===== config.mk =====
export PLATFORM = sky130hd
export DESIGN_NAME = uart_tx_sched
export DESIGN_NICKNAME = d
export VERILOG_FILES = /design/src/rtl/uart_tx_sched.sv
export SDC_FILE = /design/constraint.sdc
export NUM_CORES = 1
export LEC_CHECK = 0
export ABC_AREA = 1
export CAP_MARGIN = 10
export CORE_AREA = 5 5 80 53
export CTS_CLUSTER_SIZE = 10
export DETAILED_ROUTE_END_ITERATION = 16
export DIE_AREA = 0 0 85 58
export PLACE_DENSITY = 0.82
export SLEW_MARGIN = 0
export SYNTH_ARGS = -nofsm -noshare
export SYNTH_HDL_FRONTEND = slang
export SYNTH_SLANG_ARGS = --single-unit

===== constraint.sdc =====
create_clock -name clk -period 2.3 [get_ports clk]
set_input_delay 0.23 -clock clk [delete_from_list [all_inputs] [get_ports clk]]
set_output_delay 0.23 -clock clk [all_outputs]
set_load 0.05 [all_outputs]

===== src/rtl/uart_tx_sched.sv =====
// Round-robin scheduler that grants one of N_REQ byte requesters and serializes its byte
// onto a shared UART line (start, 8 data LSB-first, STOP_BITS stop), gating the baud generator.
module uart_tx_sched #(
  parameter int N_REQ     = 4,
  parameter int STOP_BITS = 1,
  parameter int GNT_W     = (N_REQ > 1) ? $clog2(N_REQ) : 1
) (
  input  logic               clk,
  input  logic               rst_n,
  input  logic [N_REQ-1:0]   req_valid_i,
  input  logic [8*N_REQ-1:0] req_data_i,
  output logic [N_REQ-1:0]   req_ready_o,
  output logic               baud_en_o,
  input  logic               baud_1x_tick_i,
  output logic               tx_o,
  output logic               busy_o,
  output logic [GNT_W-1:0]   grant_id_o,
  output logic               done_o,
  output logic [GNT_W-1:0]   done_id_o
);

  typedef enum logic [2:0] {IDLE, LOAD, START, DATA, STOP} state_e;

  state_e           state_q;
  logic [7:0]       shift_q;
  logic [2:0]       bit_cnt_q;
  logic             stop_cnt_q;
  logic [GNT_W-1:0] rr_last_q;
  logic [GNT_W-1:0] grant_q;
  logic [GNT_W-1:0] done_id_q;
  logic [N_REQ-1:0] ready_q;
  logic             tx_q;
  logic             baud_en_q;
  logic             busy_q;
  logic             done_q;

  logic [GNT_W-1:0] winner_d;
  logic             any_valid_d;
  int               scan_idx;

  // Scan from the farthest candidate back to rr_last+1 so the nearest valid one wins.
  always_comb begin
    winner_d    = rr_last_q;
    any_valid_d = 1'b0;
    scan_idx    = 0;
    for (int k = N_REQ; k >= 1; k--) begin
      scan_idx = (int'(rr_last_q) + k) % N_REQ;
      if (req_valid_i[GNT_W'(scan_idx)]) begin
        winner_d    = GNT_W'(scan_idx);
        any_valid_d = 1'b1;
      end
    end
  end

  always_ff @(posedge clk or negedge rst_n) begin
    if (!rst_n) begin
      state_q    <= IDLE;
      shift_q    <= '0;
      bit_cnt_q  <= '0;
      stop_cnt_q <= 1'b0;
      rr_last_q  <= GNT_W'(N_REQ - 1);
      grant_q    <= '0;
      done_id_q  <= '0;
      ready_q    <= '0;
      tx_q       <= 1'b1;
      baud_en_q  <= 1'b0;
      busy_q     <= 1'b0;
      done_q     <= 1'b0;
    end else begin
      ready_q <= '0;
      done_q  <= 1'b0;
      case (state_q)
        IDLE: begin
          if (any_valid_d) begin
            grant_q   <= winner_d;
            rr_last_q <= winner_d;
            ready_q   <= N_REQ'(1) << winner_d;
            busy_q    <= 1'b1;
            state_q   <= LOAD;
          end
        end
        LOAD: begin
          // The byte is captured even if the requester already dropped valid.
          shift_q   <= req_data_i[8*grant_q +: 8];
          tx_q      <= 1'b0;
          baud_en_q <= 1'b1;
          state_q   <= START;
        end
        START: begin
          if (baud_1x_tick_i) begin
            tx_q      <= shift_q[0];
            bit_cnt_q <= '0;
            state_q   <= DATA;
          end
        end
        DATA: begin
          if (baud_1x_tick_i) begin
            shift_q   <= shift_q >> 1;
            bit_cnt_q <= bit_cnt_q + 3'd1;
            if (bit_cnt_q == 3'd7) begin
              tx_q       <= 1'b1;
              stop_cnt_q <= 1'b0;
              state_q    <= STOP;
            end else begin
              tx_q <= shift_q[1];
            end
          end
        end
        STOP: begin
          if (baud_1x_tick_i) begin
            if (stop_cnt_q == 1'(STOP_BITS - 1)) begin
              baud_en_q <= 1'b0;
              busy_q    <= 1'b0;
              done_q    <= 1'b1;
              done_id_q <= grant_q;
              state_q   <= IDLE;
            end else begin
              stop_cnt_q <= stop_cnt_q + 1'b1;
            end
          end
        end
        default: state_q <= IDLE;
      endcase
    end
  end

  assign req_ready_o = ready_q;
  assign baud_en_o   = baud_en_q;
  assign tx_o        = tx_q;
  assign busy_o      = busy_q;
  assign grant_id_o  = grant_q;
  assign done_o      = done_q;
  assign done_id_o   = done_id_q;

endmodule


=== Word-level counts from Yosys, hierarchy flattened ===
Cells that the tools add are included.

* Register bits: 29
* Latch bits: 0
* Bits in writable memories: 0
* Memory bits (read-only): 0
* Input port bits: 39
* Output and inout bits: 12
* Memories: 0

* $add $sub $neg: 6
* Multiply operators: 0
* Divide/modulo/power cells: 0
* $lt $le $gt $ge: 4
* Equal/unequal tests: 11
* Shifts and indexed selects: 2
* Muxes and demuxes: 51
* Bitwise operators: 1
* Reduce and logical (&&, ||, !) cells: 16

{| class="wikitable"
|+ Operators with widths
! operator !! count
|-
| $shiftx 32x6->8 || 1
|-
| $mux 1 || 25
|-
| $mux 3 || 8
|-
| $lt 2x4->1 const B || 4
|-
| $pmux 8 s2 || 1
|-
| $pmux 3 s5 || 1
|-
| $ne 2x2->1 const B || 6
|-
| $reduce_and 3->1 || 4
|-
| $reduce_bool 2->1 || 5
|-
| $bmux 1 s2 || 4
|-
| $mux 2 || 4
|-
| $mux 4 || 2
|-
| $mux 8 || 1
|-
| $reduce_and 4->1 || 2
|-
| $eq 3x2->1 const B || 2
|-
| $eq 3x3->1 const B || 2
|-
| $pmux 1 s2 || 3
|-
| $pmux 3 s2 || 1
|-
| $reduce_and 6->1 || 1
|-
| $add 2x1->2 const B || 2
|-
| $add 2x2->2 const B || 2
|-
| $reduce_and 2->1 || 2
|-
| $shl 1x2->4 const A || 1
|-
| $add 3x1->3 const B || 1
|-
| 6 further kinds || 6
|}

=== Logic depth before layout (Yosys ltp) ===
Gate-level depths: netlist of run 1.

* Word-level depth: 11
* Gate-level depth with buffers: 13
* Gate-level depth less buffers: 12

=== Least setup slack after synthesis of run 1 ===
No wires, ideal clock.

* Path type: reg2reg
* Start: reg grant_q[0] (netlist: grant_id_o[0])
* End: reg shift_q[0]
* Library setup time: 0.082 ns
* Arrival time: 1.476 ns
* Data required time: 2.218 ns
* Setup slack: 0.743 ns
* Cell stages (with the launch flop): 7
* Buffers on the path: 2
* Period minus slack after synthesis: 1.557 ns
* Path through: dfrtp_1 buf_2 clkbuf_1 nor2_1 o22ai_1 nand2_1 a31oi_1

* Longest elaborated chain between the ends: 2

{| class="wikitable"
|+ RTL lines
! element !! RTL line !! text
|-
| start: declaration || 29 || <nowiki>logic [GNT_W-1:0] grant_q;</nowiki>
|-
| start signal: assignment || 75 || <nowiki>grant_q <= winner_d;</nowiki>
|-
| $shiftx 32x6->8 || 84 || <nowiki>shift_q <= req_data_i[8*grant_q +: 8];</nowiki>
|-
| $pmux 8 s2 || 72 || <nowiki>case (state_q)</nowiki>
|-
| end signal: assignment || 84 ||
|-
| end signal: assignment || 98 || <nowiki>shift_q <= shift_q >> 1;</nowiki>
|-
| end: declaration || 25 || <nowiki>logic [7:0] shift_q;</nowiki>
|}

Every way passes these cells.
A chain may end at the register's enable or synchronous reset.

=== Final worst setup path of run 1 ===
* Start: reg grant_q[1] (netlist: grant_id_o[1])
* End: out grant_id_o[1]

{| class="wikitable"
|+ RTL lines
! element !! RTL line !! text
|-
| end: declaration || 17 || <nowiki>output logic [GNT_W-1:0] grant_id_o,</nowiki>
|}

No word-level cell between the ends.

==> key figures, run 1 <==
Power and ir drop
  • Combinational power share: 0.605
  • Seq pwr share: 0.297
  • Leakage power: 1.057 nW
  • Switching Power: 1.566 mW
  • Total Power: 3.111 mW
  • Worst IR Drop VDD: 0.7637 mV
  • Pwr dens: 1405 nW/µm²
  • Internal Pwr Total: 1.545 mW
  • Clk pwr share: 0.099
  • Sw Ratio: 0.5033

Timing
  • Worst hold slack: 0.3278 ns
  • FMAX: 513.2 MHz
  • Post-route minimum period: 1.948 ns
  • Period utilisation layout: 0.8471
  • Worst Clk Skew: 0.001886 ns
  • Final TNS setup: 0 ns
  • Hold Violations, Final: 0
  • Worst relative slew slack: 0.6495
  • Final setup viols: 0
  • Fin. max-slew vios: 0
  • RSZ-0062 raised after global routing: false
  • Tightest Pin Transition: 0.5241 ns

Worst setup path
  • CP Capture Type: output pin
  • Worst Path Buf+Inv: 1
  • Setup CP Type: reg2out
  • CP Launch Type: flop
  • Crit-path cells: clkdlybuf4s50_1
  • Critical path data required time: 2.07 ns
  • Slowest cell on crit path: clkdlybuf4s50_1
  • Max FO, Critical Path: 11
  • Worst Path Arrival: 1.72 ns
  • Cell family with most CP delay: buffers and inverters
  • Crit path largest cell delay: 0.88 ns

Floorplanning
  • Starting density of the core: 0.4713
  • Die ar.: 4930 µm²
  • Rows: 17
  • Die W: 85 µm
  • Top-Level Pins: 51
  • CORE AREA: 3446 µm²
  • Die Y: 58 µm

Clocking
  • Clk_lat worst skew: 0.28 ns
  • Clock Path Buffers: 2
  • Hold Buf Count CTS: 0
  • Root Driver: clkbuf_8
  • Cts bufs inserted: 3
  • Setup bufs post-CTS: 0
  • Clock Sinks: 28
  • PostCTS Resize Cnt: 0
  • H-tree Lvls: 1
  • Clock Pin Slew Worst Setup and Hold Paths: 0.09 ns
  • TritonCTS clock tree: done

Placed design
  • GP Congestion: 0.8419
  • DPL Wire Length: 3.129 mm
  • Port bufs: 50

Logic synthesis
  • Cell area after synthesis: 1624 µm²
  • Distinct cells, synth: 24
  • Sequential area share after synthesis: 0.4337
  • Syn. warnings: 0
  • Syn_nets: 268
  • Yosys reg bits: 28
  • Syn Inst Count: 227
  • Mapped Avg Cell Area: 7.154 µm²

Route
  • Vias per cell: 4.910
  • ANT nets after route: 0
  • Vias post-DR: 1586
  • Drt wl/cell: 12.46 µm
  • TritonRoute pass-1 iters: 4
  • Detailed Route Iter0 Violations: 108
  • Final wirelength: 4.026 mm
  • DRC Markers: 0

Cells and area
  • N_diodes: 0
  • Most frequent cells in the layout: 76 x nand2_1, 50 x clkdlybuf4s50_1, 28 x nor2_1
  • Commonest non-fill, non-tap cell in the layout: nand2_1
  • Nets: 318
  • Share of post-route cells with drive strength above 1: 0.08696
  • Area Overhead vs Synth: 36.36%
  • Layout fillers: 304

Global route
  • Vias in the first global route: 1561
  • Gr usage total: 0.1739
  • First-pass GRT wire length: 7.031 mm
  • Largest net degree at the start of global routing: 29
  • Initial antenna violation count: 0
  • Global route total overflow: 0

Outcome
  • Status: completed

Job
  • Max_cap viols: 0

Worst hold path
  • Min-Delay Path Class: in2async
-- registers in the layout (all words and copies together) (netlist names) --
register,count
shift_q,8
bit_cnt_q,3
tx_o,1
grant_id_o,2
done_id_o,2
baud_en_o,1
req_ready_o,4
rr_last_q,2
state_q,3
done_o,1
busy_o,1
-- metrics by stage --
| stage | cell area [µm²] | instances | utilization | setup WS [ns] |
|---|---|---|---|---|
| 6_report | 2215 | 323 | 0.6427 | 0.3516 |
| 5_1_grt | 2215 | 323 | 0.6427 | 0.2784 |
| 4_1_cts | 2215 | 323 | 0.6427 | 0.3445 |
| 3_5_place_dp | 2160 | 319 | 0.6267 | 0.6370 |
| 3_3_place_gp | 2160 | 319 | 0.6267 | 0.6667 |
| 2_1_floorplan | 1624 | 227 | - | 0.7425 |
-- cells in the mapped netlist --
cell	n	area (µm²)
dfrtp_1	25	625.6
nor2_4	2	22.52
dfstp_2	3	78.83
inv_2	1	3.750
clkbuf_1	2	7.510
nand3_1	13	65.06
o21ai_0	19	95.09
nor3_1	1	5.000
o22ai_1	7	43.79
inv_1	15	56.30
nand3_2	1	10.01
nand2_1	76	285.3
clkinv_1	1	3.750
nor2_1	28	105.1
a21oi_1	2	10.01
o21ai_1	4	20.02
a32o_1	1	10.01
buf_2	4	20.02
ha_1	2	25.02
buf_4	1	7.510
inv_4	1	6.260
nand2_2	9	56.30
buf_6	1	11.26
a31oi_1	8	50.05
-- logic make-up (layout without fill, tap and decap cells) --
logic type / after synthesis / after routing / share of synthesized area
AND/OR/NAND/NOR: 130 / 130 / 0.3382
buffers and inverters: 26 / 75 / 0.07165
flip-flops: 28 / 28 / 0.4337
AO/OA/AOI/OAI: 41 / 41 / 0.1410
adder cells (fa/ha/maj): 2 / 2 / 0.01541
-- per-layer routing --
layer	global-route usage	routed length (µm)
met2	0.2710	1650
met3	0.05256	306
met5	0	0
met4	0.02032	23
met1	0.2467	2047
-- power by group through the flow --
stage	registers [mW]	logic [mW]	clock network, mW
finish	0.923	1.88	0.307
global route	0.956	2.10	0.332
CTS	0.918	1.88	0.310
detailed placement	0.928	1.88	0
global placement	0.925	1.84	0
floorplan	1.17	1.15	0
-- final timing paths --
kind | to | slack, ns | depth (start not counted) | startpoint
min in group clk | baud_en_o | 0.49 | 2 | baud_en_o
max in group asynchronous | rr_last_q[0] | 1.67 | 2 | rst_n
max | grant_id_o[1] | 0.35 | 1 | grant_id_o[1]
max reg2reg | shift_q[3] | 0.62 | 6 | state_q[1]
min reg2reg | baud_en_o | 0.49 | 2 | baud_en_o
min | req_ready_o[1] | 0.33 | 2 | rst_n
-- layout make-up --
cell class	instances	area, µm²	share of cell area
clock buffers	4	55.05	0.02486
inverters	18	70.07	0.03164
well taps	47	58.81	0.02655
flip-flops and latches	28	704.4	0.3181
repair buffers	53	523.0	0.2362
multi-input cells	173	803.3	0.3627
Power figures use the tool's default switching activity.
==> run 2: changes to the inputs <==
--- a/config.mk
+++ b/config.mk
@@ -7,11 +7,11 @@
 export LEC_CHECK = 0
 export ABC_AREA = 1
 export CAP_MARGIN = 10
-export CORE_AREA = 5 5 80 53
+export CORE_AREA = 5 5 87 57
 export CTS_CLUSTER_SIZE = 10
 export DETAILED_ROUTE_END_ITERATION = 16
-export DIE_AREA = 0 0 85 58
-export PLACE_DENSITY = 0.82
+export DIE_AREA = 0 0 92 62
+export PLACE_DENSITY = 0.74
 export SLEW_MARGIN = 0
 export SYNTH_ARGS = -nofsm -noshare
 export SYNTH_HDL_FRONTEND = slang
==> constraint.sdc (replaced) <==
create_clock -name clk -period 1.65 [get_ports clk]
set_input_delay 0.165 -clock clk [delete_from_list [all_inputs] [get_ports clk]]
set_output_delay 0.165 -clock clk [all_outputs]
set_load 0.05 [all_outputs]
==> run 2 against run 1 <==
Largest power group unchanged. Largest cell class unchanged. Global-route usage fell by 1.7 points. Via count increased by 5.4%. Cell area increased by 5.3%. Final cell count rose by 3.4%. Critical path type is now reg2reg. Non-clock buffer count grew 8. Highest routed layer unchanged. Count of clock-buffer cells in the layout unchanged.
==> key figures, run 2 (same netlist as run 1, synthesis figures left out) <==
Floorplanning
  • Top-Level Pins: 51 (unchanged)
  • Rows: 18 (+1)
  • Die ar.: 5704 µm² (+16%)
  • CORE AREA: 4009 µm² (+16%)
  • Die W: 92 µm (+8.2%)
  • Die Y: 62 µm (+6.9%)
  • Starting density of the core: 0.4051 (-0.06620)

Clocking
  • Cts bufs inserted: 3 (unchanged)
  • Clock Path Buffers: 2 (unchanged)
  • Clock Sinks: 28 (unchanged)
  • TritonCTS clock tree: done
  • Clk_lat worst skew: 0.27 ns (about the same)
  • Clock Pin Slew Worst Setup and Hold Paths: 0.09 ns (about the same)
  • Root Driver: clkbuf_8
  • H-tree Lvls: 1 (unchanged)

Global route
  • Gr usage total: 0.1564 (-0.01749)
  • Initial antenna violation count: 0 (unchanged)
  • First-pass GRT wire length: 6.996 mm (-0.50%)
  • Global route total overflow: 0 (unchanged)
  • Largest net degree at the start of global routing: 29 (unchanged)
  • Vias in the first global route: 1494 (-4.3%)

Worst setup path
  • Setup CP Type: reg2reg
  • Reg-to-reg critical path startpoint: rr_last_q[0]
  • RR Endpoint: grant_id_o[1]
  • Worst Path Arrival: 1.78 ns (+0.06 ns)
  • Max FO, Critical Path: 7 (-4)
  • R2R Setup Slk: 0.03 ns (-0.59 ns)
  • R2R depth: 9 (+3)
  • Critical path data required time: 1.81 ns (-0.26 ns)
  • CP Capture Type: flop
  • Critical Path Sink: grant_id_o[1]
  • CP Launch Type: flop
  • CP startpoint: rr_last_q[0]

Placed design
  • Port bufs: 50 (unchanged)
  • DPL Wire Length: 3.281 mm (+4.9%)
  • GP Congestion: 0.9119 (+8.3%)
  • Pre-CTS setup slack: 0.03929 ns (-0.5977 ns)

Cells and area
  • Nets: 326 (+2.5%)
  • Area Overhead vs Synth: 43.61%
  • Most frequent cells in the layout: 66 x nand2_1, 38 x clkdlybuf4s50_1, 25 x nor2_1, 25 x dfrtp_1, 19 x o21ai_0
  • Share of post-route cells with drive strength above 1: 0.2042 (+0.1173)
  • Fin util: 0.5818 (-0.06093)
  • Commonest non-fill, non-tap cell in the layout: nand2_1
  • Most flops, register: shift_q
  • Max reg flops: 8 (unchanged)
  • N_diodes: 0 (unchanged)

Timing
  • Tightest Pin Transition: 0.5425 ns (+0.01845 ns)
  • Final worst slack: 0.02931 ns (-0.3223 ns)
  • Fin. max-slew vios: 0 (unchanged)
  • Hold Violations, Final: 0 (unchanged)
  • Period utilisation layout: 0.9822
  • Worst Clk Skew: 0.004368 ns (+0.002482 ns)
  • RSZ-0062 raised after global routing: true
  • Final setup viols: 0 (unchanged)
  • FMAX: 617.0 MHz
  • Worst relative slew slack: 0.6379 (-0.01160)
  • Post-route minimum period: 1.621 ns

Power and ir drop
  • Leakage power: 1.140 nW (+7.8%)
  • Pwr dens: 2022 nW/µm² (+44%)
  • Worst IR Drop VDD: 0.8389 mV (+9.8%)

Outcome
  • Status: completed

Route
  • DRC Markers: 0 (unchanged)
  • Vias per cell: 5.006 (+2.0%)
  • Vias post-DR: 1672 (+5.4%)
  • Final wirelength: 4.366 mm (+8.4%)
  • TritonRoute pass-1 iters: 4 (unchanged)
  • Drt wl/cell: 13.07 µm (+4.9%)
  • Met2 wire length: 1.857 mm (+13%)
  • Detailed Route Iter0 Violations: 147 (+36%)
  • Met3 wire length: 471 µm (+54%)
  • WL met1: 2.014 mm (-1.6%)
  • ANT nets after route: 0 (unchanged)
  • Top layer in use: met4

Worst hold path
  • Min-Delay Path Class: in2async

Job
  • Max_cap viols: 0 (unchanged)
-- run 2: routing by layer --
| metal | track usage | vias to the layer above |
|---|---|---|
| met5 | 0 | - |
| met2 | 0.2376 | 70 |
| met4 | 0.01903 | 0 |
| met3 | 0.06137 | 4 |
| li1 | - | 850 |
| met1 | 0.2196 | 748 |
-- run 2: area by class of cell --
class	count	area, µm²
timing repair buffer	61	589.3
inverter	18	70.07
tap	50	62.56
clock buffer	4	55.05
sequential	28	704.4
fill	383	1677
multi-input combinational	173	850.8
-- run 2: where the power goes --
group          internal (mW)  switching [mW]  total [mW]
Clock                  0.213           0.203       0.417
Combinational           1.11            1.95        3.05
Sequential              1.03           0.212        1.25
-- run 2: how the worst min path moves through the flow --
stage	startpoint	to	slack (ns)	depth (start not counted)
after floorplan	rst_n	baud_en_o	-0.13	0
after global routing	rst_n	req_ready_o[0]	0.29	2
after detailed placement	baud_en_o	baud_en_o	0.46	2
after CTS	rst_n	req_ready_o[2]	0.27	2
final	rst_n	req_ready_o[0]	0.26	2
after global placement	baud_en_o	baud_en_o	0.46	2
-- run 2: what timing repair did --
| action | in CTS | in global routing |
|---|---|---|
| setup endpoints to repair | 0 | 12 |
| resized for setup | 0 | 22 |
| buffers inserted | 0 | 5 |
| hold buffers | 0 | 0 |
| endpoints found under the hold margin | 0 | 0 |
-- run 2: through the flow --
step | std cells | power, mW | hold WS, ns | TNS [ns] | cell area [µm²]
2_1_floorplan | 227 | 3.227 | -0.1306 | 0 | 1624
3_3_place_gp | 325 | 3.972 | 0.4638 | 0 | 2181
3_5_place_dp | 325 | 4.019 | 0.4640 | 0 | 2181
4_1_cts | 329 | 4.447 | 0.2732 | 0 | 2236
5_1_grt | 334 | 5.127 | 0.2908 | -0.4328 | 2332
6_report | 334 | 4.717 | 0.2597 | 0 | 2332
-- run 2: worst max-delay path: stages, from the launching register on --
cell     delay, ns
dfstp_2       0.60
buf_6         0.14
nand2_2       0.05
nand2_2       0.07
nand2_2       0.08
nand3_2       0.10
nor2_4        0.06
nor2_4        0.23
buf_6         0.14
o21ai_1       0.05
